$ cat config.mk
export PLATFORM = sky130hd
export DESIGN_NAME = hop_chain_pipe
export DESIGN_NICKNAME = d
export VERILOG_FILES = /design/src/rtl/hop_chain_pkg.sv /design/src/rtl/hop_chain_pipe_stage.sv /design/src/rtl/hop_chain_pipe.sv
export SDC_FILE = /design/constraint.sdc
export NUM_CORES = 1
export LEC_CHECK = 0
export BUFFER_PORTS_ARGS = -buffer_cell sky130_fd_sc_hd__buf_2
export CORE_MARGIN = 8
export CORE_UTILIZATION = 40
export CTS_CLUSTER_SIZE = 8
export DETAILED_ROUTE_END_ITERATION = 16
export SLEW_MARGIN = 20
export SYNTH_ARGS = -nofsm -noshare
export SYNTH_HDL_FRONTEND = slang
export SYNTH_SLANG_ARGS = --single-unit
$ cat constraint.sdc
create_clock -name clock0 -period 3.3 [get_ports clock0]
set_input_delay 0.33 -clock clock0 [delete_from_list [all_inputs] [get_ports clock0]]
set_output_delay 0.33 -clock clock0 [all_outputs]
set_load 0.02 [all_outputs]
$ cat src/rtl/hop_chain_pkg.sv
// Shared types and elaboration helpers for the hop chain pipe.
package hop_chain_pkg;

   typedef enum logic {
      IDLE  = 1'b0,
      FLUSH = 1'b1
   } state_e;

   function automatic int grp_of(input int k, input int depth, input int ngrp);
      return (k * ngrp) / depth;
   endfunction

   function automatic int cnt_w(input int depth);
      return $clog2(depth + 1);
   endfunction

endpackage

$ cat src/rtl/hop_chain_pipe_stage.sv
// One chain register: {valid, payload} with load enable and async clear.
module hop_stage #(
   parameter int W = 2
) (
   input  logic         clock0,
   input  logic         clr,
   input  logic         en,
   input  logic [W-1:0] d,
   output logic [W-1:0] q
);

   logic [W-1:0] q_q;
   logic [W-1:0] q_d;

   always_comb begin
      q_d = en ? d : q_q;
   end

   always_ff @(posedge clock0 or posedge clr) begin
      if (clr) q_q <= '0;
      else     q_q <= q_d;
   end

   assign q = q_q;

endmodule

$ cat src/rtl/hop_chain_pipe.sv
// Multi-reset-domain shift chain with gated output stage,
// sticky overrun flag and a drain-on-request flush FSM.
module hop_chain_pipe
   import hop_chain_pkg::*;
#(
   parameter int WIDTH = 1,
   parameter int DEPTH = 8,
   parameter int NGRP  = 6
) (
   input  logic                          clock0,
   input  logic                          rst1,
   input  logic [NGRP-1:0]               grp_rst,
   input  logic [WIDTH-1:0]              din,
   input  logic                          din_valid,
   input  logic                          adv,
   input  logic                          out_en,
   input  logic                          flush,
   input  logic                          ovf_clr,
   output logic [WIDTH-1:0]              dout,
   output logic                          dout_valid,
   output logic [$clog2(DEPTH+1)-1:0]    fill_cnt,
   output logic                          ovf,
   output logic                          busy
);

   localparam int CW = cnt_w(DEPTH);

   state_e           state_q, state_d;
   logic             ovf_q, ovf_d;
   logic             eff_adv, eff_out_en;
   logic [WIDTH:0]   stg_d [DEPTH];
   logic [WIDTH:0]   stg_q [DEPTH];
   logic [DEPTH-1:0] stg_en;
   logic [DEPTH-1:0] stg_clr;
   logic [DEPTH-1:0] vld;
   logic [CW-1:0]    cnt;

   always_comb begin
      state_d    = state_q;
      eff_adv    = adv;
      eff_out_en = out_en;
      unique case (state_q)
         IDLE: begin
            if (flush) state_d = FLUSH;
         end
         FLUSH: begin
            eff_adv    = 1'b1;
            eff_out_en = 1'b1;
            if (cnt == '0) state_d = IDLE;
         end
         default: state_d = IDLE;
      endcase
   end

   // Flushing feeds bubbles so the chain empties behind the drain.
   always_comb begin
      stg_d[0] = (state_q == FLUSH) ? '0 : {din_valid, din};
      for (int k = 1; k < DEPTH; k++) begin
         stg_d[k] = stg_q[k-1];
      end
      stg_en              = {DEPTH{eff_adv}};
      stg_en[DEPTH-1]     = eff_adv & eff_out_en;
   end

   always_comb begin
      ovf_d = (ovf_q & ~ovf_clr)
            | (eff_adv & ~eff_out_en & vld[DEPTH-2]);
   end

   always_comb begin
      cnt = '0;
      for (int k = 0; k < DEPTH; k++) begin
         cnt = cnt + CW'(vld[k]);
      end
   end

   always_ff @(posedge clock0 or posedge rst1) begin
      if (rst1) begin
         state_q <= IDLE;
         ovf_q   <= 1'b0;
      end else begin
         state_q <= state_d;
         ovf_q   <= ovf_d;
      end
   end

   for (genvar k = 0; k < DEPTH; k++) begin : g_stg
      localparam int G = grp_of(k, DEPTH, NGRP);
      assign stg_clr[k] = rst1 | grp_rst[G];
      assign vld[k]     = stg_q[k][WIDTH];
      hop_stage #(.W(WIDTH + 1)) u_stg (
         .clock0 (clock0),
         .clr    (stg_clr[k]),
         .en     (stg_en[k]),
         .d      (stg_d[k]),
         .q      (stg_q[k])
      );
   end

   assign dout       = stg_q[DEPTH-1][WIDTH-1:0];
   assign dout_valid = vld[DEPTH-1];
   assign fill_cnt   = cnt;
   assign ovf        = ovf_q;
   assign busy       = (state_q == FLUSH);

endmodule

==> results.sh, run 1 <==
export IMPL_run_status="finished with violations"
export IMPL_failed_checks="setup timing"
export IMPL_cp_required_ns=2.97
export IMPL_startpoint_type="register"
export IMPL_leakage_nw=0.6111
export IMPL_grt_pass1_vias=628
export IMPL_crit_type="reg -> out"
export IMPL_clock_skew_ns=0.001101
export IMPL_dp_cells=129
export IMPL_power_density_nw_per_um2=1019
export IMPL_synth_seq_area_share_pct=47.56
export IMPL_crit_arrival_ns=3.06
export IMPL_maxCapViolations=0
export IMPL_antenna_cells=0
export IMPL_final_max_slew_viol_count=0
export IMPL_area_growth_pct=25.76
export IMPL_yosysTopAreaCell="dfrtp_1"
export IMPL_wirelength_um=1698
export IMPL_path_max_fanout=2
export IMPL_cts_num_sinks=18
export IMPL_coreArea_um2=2233
export IMPL_clock_fmax_mhz=295.2
export IMPL_fin_cells=140
export IMPL_fin_ws_ns=-0.08788
export IMPL_place_congestion=0.7533
export IMPL_hold_violations=0
export IMPL_htreeDepth=1
export IMPL_endpoint_kind="primary output"
export IMPL_syn_inst=83
export IMPL_dieArea_um2=4181
export IMPL_ys_ff_latch=18
export IMPL_cts_buffers=3
export IMPL_cts_tree="yes"
export IMPL_maxSlewHeadroom_pct=70.81
export IMPL_cts_max_path_buffers=2
export IMPL_antenna_left=0
export IMPL_rsz0062_at_grt="yes"
export IMPL_yosysUniqueCellTypes=20
export IMPL_drc=0
export IMPL_clkTransAtPathRegs_ns=0.09
export IMPL_drive_above_1_share_pct=39.29
export IMPL_nFillCells=214
export IMPL_setup_tns_ns=-0.1457
export IMPL_core_rowCount=17
export IMPL_holdWs_ns=0.2578
export IMPL_vias=643
export IMPL_netlist_area_um2=947.2
export IMPL_die_y_um=64.66
export IMPL_synth_area_leaders="dfrtp_1 (48%), mux2_2 (9.5%), fa_1 (8.5%)"
export IMPL_grt_max_degree=18
export IMPL_final_common_cell="buf_2"
export IMPL_grt_antenna_before_repair=0
export IMPL_max_vdd_ir_drop_v=0.0006616
export IMPL_synth_top_area_share_pct=47.56
export IMPL_finalSetupViolations=2
export IMPL_vias_per_cell=4.593
export IMPL_cts_root_buf="clkbuf_4"
export IMPL_grt_pass1_wl_um=2842
export IMPL_dr_pass1_iters=2
export IMPL_hpwl_um=1367
export IMPL_synth_nets=104
export IMPL_fin_crit_sh_pct=102.7
export IMPL_min_period_ns=3.388
export IMPL_dieWidth_um=64.66
export IMPL_initial_core_util_pct=42.41
export IMPL_wl_per_cell_um=12.13
export IMPL_nets=134
export IMPL_grt_use_total_pct=8.683
export IMPL_gr_total_overflow=0
export IMPL_portBuffers=21
export IMPL_drtIter0Drc=23
export IMPL_tightestPinTransition_ns=0.4379
export IMPL_synth_avg_cell_area_um2=11.41
export IMPL_ios=22
export IMPL_yosys_warnings=0
export IMPL_worstSkewPairLatency_ns=0.29
export IMPL_hold_path_class="in -> reg"
export IMPL_mostFrequentLayoutCells="buf_2 (19), dfrtp_1 (18), inv_1 (11)"
report_power, final:
part | internal (mW) | leakage [nW] | switching, mW
Sequential | 0.301 | 0.241 | 0.0633
Clock | 0.0672 | 0.0210 | 0.0635
Combinational | 0.336 | 0.350 | 0.383
logic make-up after synthesis:
kind of cell	count (synthesis)	share of synthesized area, %
buf+inv	19	9.908
simple gates	18	9.777
flops	18	47.56
compound gates	10	7.794
mux	10	11.63
fa+ha+maj	7	12.42
xor+xnor	1	0.9249
layer usage:
layer	vias to the layer above	routed length, um	global-route usage (%)
met5	-	0	0
met4	0	32	4.087
met3	5	96	3.436
met2	18	748	12.92
met1	299	820	10.76
li1	321	-	-
synth_stat cells (all sizes together):
master and instances:
nor2b 1, fa 4, a21oi 2, nand2 6, buf 3, nand2b 1, inv 16, ha 3
o32a 1, o21ai 6, mux2 8, dfrtp 18, o41ai 1, nor2 9, mux2i 2, nand3b 1
xnor2 1
state kept, by name (all words and copies together), names as in the netlist:
register       count
busy               1
g_stg.u_stg.q     16
ovf                1
critical path: stages, from the launching register on:
cell and delay [ns]:
dfrtp_1 0.37, inv_2 0.05, fa_1 0.54, fa_1 0.42, fa_1 0.46, inv_2 0.08, ha_4 0.13, inv_2 0.04
fa_2 0.53, inv_2 0.04, buf_6 0.12
stage by stage:
| stage | area (um^2) | util, % | power (mW) | setup WS (ns) |
|---|---|---|---|---|
| 6_report | 1191 | 53.33 | 1.214 | -0.08788 |
| 5_1_grt | 1191 | 53.33 | 1.330 | -0.2072 |
| 4_1_cts | 1181 | 52.89 | 1.184 | -0.1239 |
| 3_5_place_dp | 1054 | 47.17 | 0.9734 | 0.1411 |
| 3_3_place_gp | 1054 | 47.17 | 0.9580 | 0.1967 |
| 2_1_floorplan | 947.2 | - | 0.8386 | 0.1628 |
area by class of cell:
type	count	area [um^2]	share of cell area (%)
Clock buffer	4	36.28	3.046
Tap cell	28	35.03	2.941
Multi-Input combinational cell	46	425.4	35.71
Timing Repair Buffer	28	183.9	15.44
Sequential cell	18	450.4	37.82
Inverter	16	60.06	5.042
path summary, 6_finish.rpt:
path | slack [ns] | from | cells past startpoint | end
worst max-delay path | -0.09 | g_stg[0].u_stg.q[1] | 10 | fill_cnt[1]
worst min-delay path | 0.26 | out_en | 2 | ovf
worst max register to register | 0.19 | g_stg[0].u_stg.q[1] | 10 | busy
worst min register to register | 0.49 | g_stg[6].u_stg.q[1] | 2 | g_stg[6].u_stg.q[1]
max in group asynchronous | 2.42 | rst1 | 3 | g_stg[5].u_stg.q[1]
min in group asynchronous | 0.46 | grp_rst[2] | 3 | g_stg[3].u_stg.q[0]
what timing repair did:
item | in CTS | in global routing
setup endpoints to repair | 2 | 2
pin swaps | 0 | 0
hold buffers | 7 | 0
resized for setup | 9 | 3
setup buffers | 0 | 0
endpoints found under the hold margin | 18 | 0
Note: power is estimated with default switching activity, not from simulation.
==> run 2: changes to the inputs <==
--- a/config.mk
+++ b/config.mk
@@ -10,7 +10,7 @@
 export CORE_UTILIZATION = 40
 export CTS_CLUSTER_SIZE = 8
 export DETAILED_ROUTE_END_ITERATION = 16
-export SLEW_MARGIN = 20
+export REMOVE_ABC_BUFFERS = 1
 export SYNTH_ARGS = -nofsm -noshare
 export SYNTH_HDL_FRONTEND = slang
 export SYNTH_SLANG_ARGS = --single-unit
==> results.sh, run 2 (same netlist as run 1, synthesis figures left out) <==
export IMPL_wl_per_cell_um=12.58
export IMPL_clkTransAtPathRegs_ns=0.10
export IMPL_tightestPinTransition_ns=0.4560
export IMPL_final_common_cell="buf_2"
export IMPL_wirelength_um=1774
export IMPL_timing_rr_start="g_stg[1].u_stg.q[1]"
export IMPL_holdWs_ns=0.2565
export IMPL_portBuffers=21
export IMPL_dieArea_um2=4181
export IMPL_die_y_um=64.66
export IMPL_cts_max_path_buffers=2
export IMPL_cts_num_sinks=18
export IMPL_clock_fmax_mhz=293.2
export IMPL_startpoint_type="register"
export IMPL_htreeDepth=1
export IMPL_mostFrequentLayoutCells="buf_2 (19), dfrtp_1 (18), inv_1 (13)"
export IMPL_vias=659
export IMPL_leakage_nw=0.6175
export IMPL_endpoint_kind="primary output"
export IMPL_place_congestion=0.6931
export IMPL_vias_per_cell=4.674
export IMPL_power_density_nw_per_um2=990.1
export IMPL_cp_num_buf_inv=5
export IMPL_area_growth_pct=25.89
export IMPL_rsz0062_at_grt="yes"
export IMPL_cts_buffers=3
export IMPL_nets=135
export IMPL_initial_core_util_pct=42.41
export IMPL_clock_skew_ns=0.003071
export IMPL_worstSkewPairLatency_ns=0.29
export IMPL_grt_max_degree=18
export IMPL_cp_required_ns=2.97
export IMPL_crit_type="reg -> out"
export IMPL_antenna_left=0
export IMPL_ios=22
export IMPL_maxCapViolations=0
export IMPL_crit_path_frequent_cell="fa_1"
export IMPL_drtIter0Drc=27
export IMPL_drive_above_1_share_pct=38.05
export IMPL_dr_pass1_iters=4
export IMPL_coreArea_um2=2233
export IMPL_hold_violations=0
export IMPL_cts_tree="yes"
export IMPL_cts_root_buf="clkbuf_4"
export IMPL_grt_antenna_before_repair=0
export IMPL_grt_pass1_vias=696
export IMPL_max_vdd_ir_drop_v=0.0005005
export IMPL_hp_start="out_en"
export IMPL_core_rowCount=17
export IMPL_run_status="finished with violations"
export IMPL_maxSlewHeadroom_pct=69.60
export IMPL_critical_path_max_stage_delay_ns=0.53
export IMPL_fin_crit_sh_pct=103.3
export IMPL_worstPathCellList="inv_1 > fa_1 > fa_1 > fa_1 > inv_1 > ha_2 > inv_2 > fa_2 > inv_2 > buf_6"
export IMPL_failed_checks="setup timing"
export IMPL_hold_path_class="in -> reg"
export IMPL_gr_total_overflow=0
export IMPL_finalSetupViolations=2
export IMPL_path_max_fanout=2
export IMPL_setup_worst_path_start="g_stg[1].u_stg.q[1]"
export IMPL_drc=0
export IMPL_final_util_pct=53.39
export IMPL_worst_path_max_delay_cell="fa_2"
export IMPL_design_area_um2=1192
export IMPL_largest_reg_flops=16
export IMPL_place_area_um2=1054
export IMPL_grt_use_total_pct=9.541
export IMPL_crit_arrival_ns=3.08
export IMPL_fin_ws_ns=-0.1102
export IMPL_antenna_cells=0
export IMPL_ff2ff_setup_slack_ns=0.10
export IMPL_min_period_ns=3.410
export IMPL_dieWidth_um=64.66
export IMPL_final_max_slew_viol_count=0
export IMPL_hpwl_um=1400
export IMPL_grt_pass1_wl_um=3167
export IMPL_crit_family="adder cells"
## run 2: power by group
part | total, mW | internal, mW | switching [mW]
logic | 0.685 | 0.314 | 0.371
clock network | 0.132 | 0.0672 | 0.0653
registers | 0.363 | 0.301 | 0.0629
## run 2: final timing paths
| path | endpoint | cells after the start |
|---|---|---|
| worst max-delay path | fill_cnt[1] | 10 |
| worst max register to register | busy | 11 |
| max in group asynchronous | g_stg[5].u_stg.q[1] | 3 |
| worst min-delay path | ovf | 2 |
| worst min register to register | g_stg[4].u_stg.q[1] | 2 |
| min in group asynchronous | g_stg[2].u_stg.q[0] | 3 |
## run 2: repair_timing
action,in CTS,in global routing
hold buffers,7,0
setup buffers,1,0
pin swaps,1,1
resized for setup,9,1
setup endpoints to repair,2,3
endpoints found under the hold margin,16,0
## run 2: metal layers
layer	track usage, %	up-vias	share of wire, %
met3	4.467	0	7.7
li1	-	323	-
met5	0	-	0
met1	10.77	311	43
met2	16.15	25	50
met4	1.907	0	0
## run 2: final cells by class
type,count,area [um^2]
Fill cell,196,1041
Sequential cell,18,450.4
Multi-Input combinational cell,46,415.4
Timing Repair Buffer,29,195.2
Inverter,16,60.06
Clock buffer,4,36.28
Tap cell,28,35.03
## run 2: worst register-to-register path: cells and delay by family (launching register included)
kind | cells | cell delay [ns]
buf+inv | 4 | 0.34
compound gates | 1 | 0.34
flops | 1 | 0.39
xor+xnor | 1 | 0.16
fa+ha+maj | 5 | 1.86
## run 2: per-stage QoR
stage,setup slack [ns],setup TNS (ns),std cells,power [mW]
after floorplan,0.1628,0,80,0.8134
after global placement,0.1940,0,129,0.9617
after detailed placement,0.1270,0,129,0.9758
after CTS,-0.1268,-0.2398,141,1.191
after global routing,-0.2799,-0.5928,141,1.289
final,-0.1102,-0.2174,141,1.181
==> run 3: changes to the inputs <==
--- a/config.mk
+++ b/config.mk
@@ -11,6 +11,7 @@
 export CTS_CLUSTER_SIZE = 8
 export DETAILED_ROUTE_END_ITERATION = 16
 export REMOVE_ABC_BUFFERS = 1
+export SKIP_CTS_REPAIR_TIMING = 1
 export SYNTH_ARGS = -nofsm -noshare
 export SYNTH_HDL_FRONTEND = slang
 export SYNTH_SLANG_ARGS = --single-unit
==> results.sh, run 3 (same netlist as run 1, synthesis figures left out) <==
export IMPL_run_status="finished with violations"
export IMPL_failed_checks="hold timing, setup timing"
export IMPL_tightestPinTransition_ns=0.4530
export IMPL_max_vdd_ir_drop_v=0.0004799
export IMPL_cts_max_path_buffers=2
export IMPL_crit_path_frequent_cell="fa_1"
export IMPL_met2_usage_pct=14.78
export IMPL_worst_path_max_delay_cell="fa_1"
export IMPL_min_period_ns=3.432
export IMPL_critPathCapture="fill_cnt[2]"
export IMPL_ios=22
export IMPL_timing_rr_start="g_stg[0].u_stg.q[1]"
export IMPL_gr_total_overflow=0
export IMPL_final_util_pct=52.66
export IMPL_htreeDepth=1
export IMPL_grt_pass1_vias=681
export IMPL_grt_antenna_before_repair=0
export IMPL_dieWidth_um=64.66
export IMPL_coreArea_um2=2233
export IMPL_final_max_slew_viol_count=0
export IMPL_mostFrequentLayoutCells="buf_2 (19), dfrtp_1 (18), inv_1 (12)"
export IMPL_critical_path_max_stage_delay_ns=0.54
export IMPL_crit_type="reg -> out"
export IMPL_cts_root_buf="clkbuf_4"
export IMPL_fin_ws_ns=-0.1318
export IMPL_place_area_um2=1054
export IMPL_cts_tree="yes"
export IMPL_maxCapViolations=0
export IMPL_crit_arrival_ns=3.10
export IMPL_busiest_layer="met2"
export IMPL_grt_pass1_wl_um=2925
export IMPL_clkTransAtPathRegs_ns=0.10
export IMPL_rsz0062_at_grt="yes"
export IMPL_path_max_fanout=2
export IMPL_worstSkewPairLatency_ns=0.29
export IMPL_initial_core_util_pct=42.41
export IMPL_met3_usage_pct=4.639
export IMPL_vias_per_cell=4.679
export IMPL_power_density_nw_per_um2=1008
export IMPL_grt_use_met1_pct=9.641
export IMPL_cts_buffers=3
export IMPL_area_growth_pct=24.17
export IMPL_maxSlewHeadroom_pct=69.80
export IMPL_reg2reg_to="busy"
export IMPL_nets=134
export IMPL_wl_per_cell_um=12.61
export IMPL_dieArea_um2=4181
export IMPL_vias=655
export IMPL_worstPathCellList="inv_2 > fa_1 > fa_1 > fa_1 > inv_1 > ha_2 > inv_2 > fa_2 > xnor2_2 > buf_4"
export IMPL_design_area_um2=1176
export IMPL_antenna_cells=0
export IMPL_finalSetupViolations=2
export IMPL_core_rowCount=17
export IMPL_cts_num_sinks=18
export IMPL_antenna_left=0
export IMPL_drtIter0Drc=21
export IMPL_worst_r2r_cell_count=11
export IMPL_place_congestion=0.6931
export IMPL_ff2ff_setup_slack_ns=0.09
export IMPL_drive_above_1_share_pct=40.18
export IMPL_clock_skew_ns=0.004553
export IMPL_hold_path_class="in -> async"
export IMPL_grt_max_degree=18
export IMPL_endpoint_kind="primary output"
export IMPL_cp_required_ns=2.97
export IMPL_hpwl_um=1400
export IMPL_fin_cells=140
export IMPL_dp_cells=129
export IMPL_fin_crit_sh_pct=104.0
export IMPL_wirelength_um=1766
export IMPL_dr_pass1_iters=4
export IMPL_clock_fmax_mhz=291.4
export IMPL_hold_violations=8
export IMPL_largest_reg_flops=16
export IMPL_grt_use_total_pct=8.793
export IMPL_die_y_um=64.66
export IMPL_setup_worst_path_start="g_stg[0].u_stg.q[1]"
export IMPL_final_common_cell="buf_2"
export IMPL_leakage_nw=0.6125
export IMPL_holdWs_ns=-0.01010
export IMPL_portBuffers=21
export IMPL_drc=0
export IMPL_startpoint_type="register"
[run 3: metal layers]
layer / wire length, um / vias up / part of all wire, %
li1: - / 323 / -
met1: 717 / 311 / 41
met2: 912 / 21 / 52
met3: 136 / 0 / 7.7
met4: 0 / 0 / 0
met5: 0 / - / 0
[run 3: report_power, final]
part | internal (mW) | switching [mW] | leakage [nW] | total [mW]
registers | 0.301 | 0.0633 | 0.241 | 0.364
logic | 0.315 | 0.373 | 0.351 | 0.688
clock network | 0.0673 | 0.0662 | 0.0210 | 0.133
[run 3: per-stage QoR]
step	total power [mW]	worst slack [ns]	TNS [ns]	hold slack [ns]
2_1_floorplan	0.8134	0.1628	0	0.07118
3_3_place_gp	0.9617	0.1940	0	0.2270
3_5_place_dp	0.9758	0.1270	0	0.2351
4_1_cts	1.114	-0.2187	-0.3751	-0.09068
5_1_grt	1.296	-0.2919	-0.6108	0.01739
6_report	1.185	-0.1318	-0.2601	-0.01010
[run 3: critical path, delay by kind of cell (launching register included)]
kind / cells / cell delay, ns
fa+ha+maj: 5 / 1.93
buf+inv: 4 / 0.32
flops: 1 / 0.37
xor+xnor: 1 / 0.18
[run 3: cell type report]
type	instances	area, um^2
clock buffers	4	36.28
fillers	200	1057
inverters	16	60.06
multi-input cells	46	415.4
flip-flops and latches	18	450.4
well taps	28	35.03
repair buffers	28	178.9
[run 3: how the worst min path moves through the flow]
stage	end	startpoint	slack, ns	depth (start not counted)
after global placement	g_stg[7].u_stg.q[0]	grp_rst[5]	0.23	2
after CTS	g_stg[2].u_stg.q[0]	grp_rst[1]	-0.09	2
final	g_stg[4].u_stg.q[0]	grp_rst[3]	-0.01	2
after floorplan	busy	rst1	0.07	1
after global routing	g_stg[4].u_stg.q[0]	grp_rst[3]	0.02	2
after detailed placement	g_stg[6].u_stg.q[0]	grp_rst[4]	0.24	2
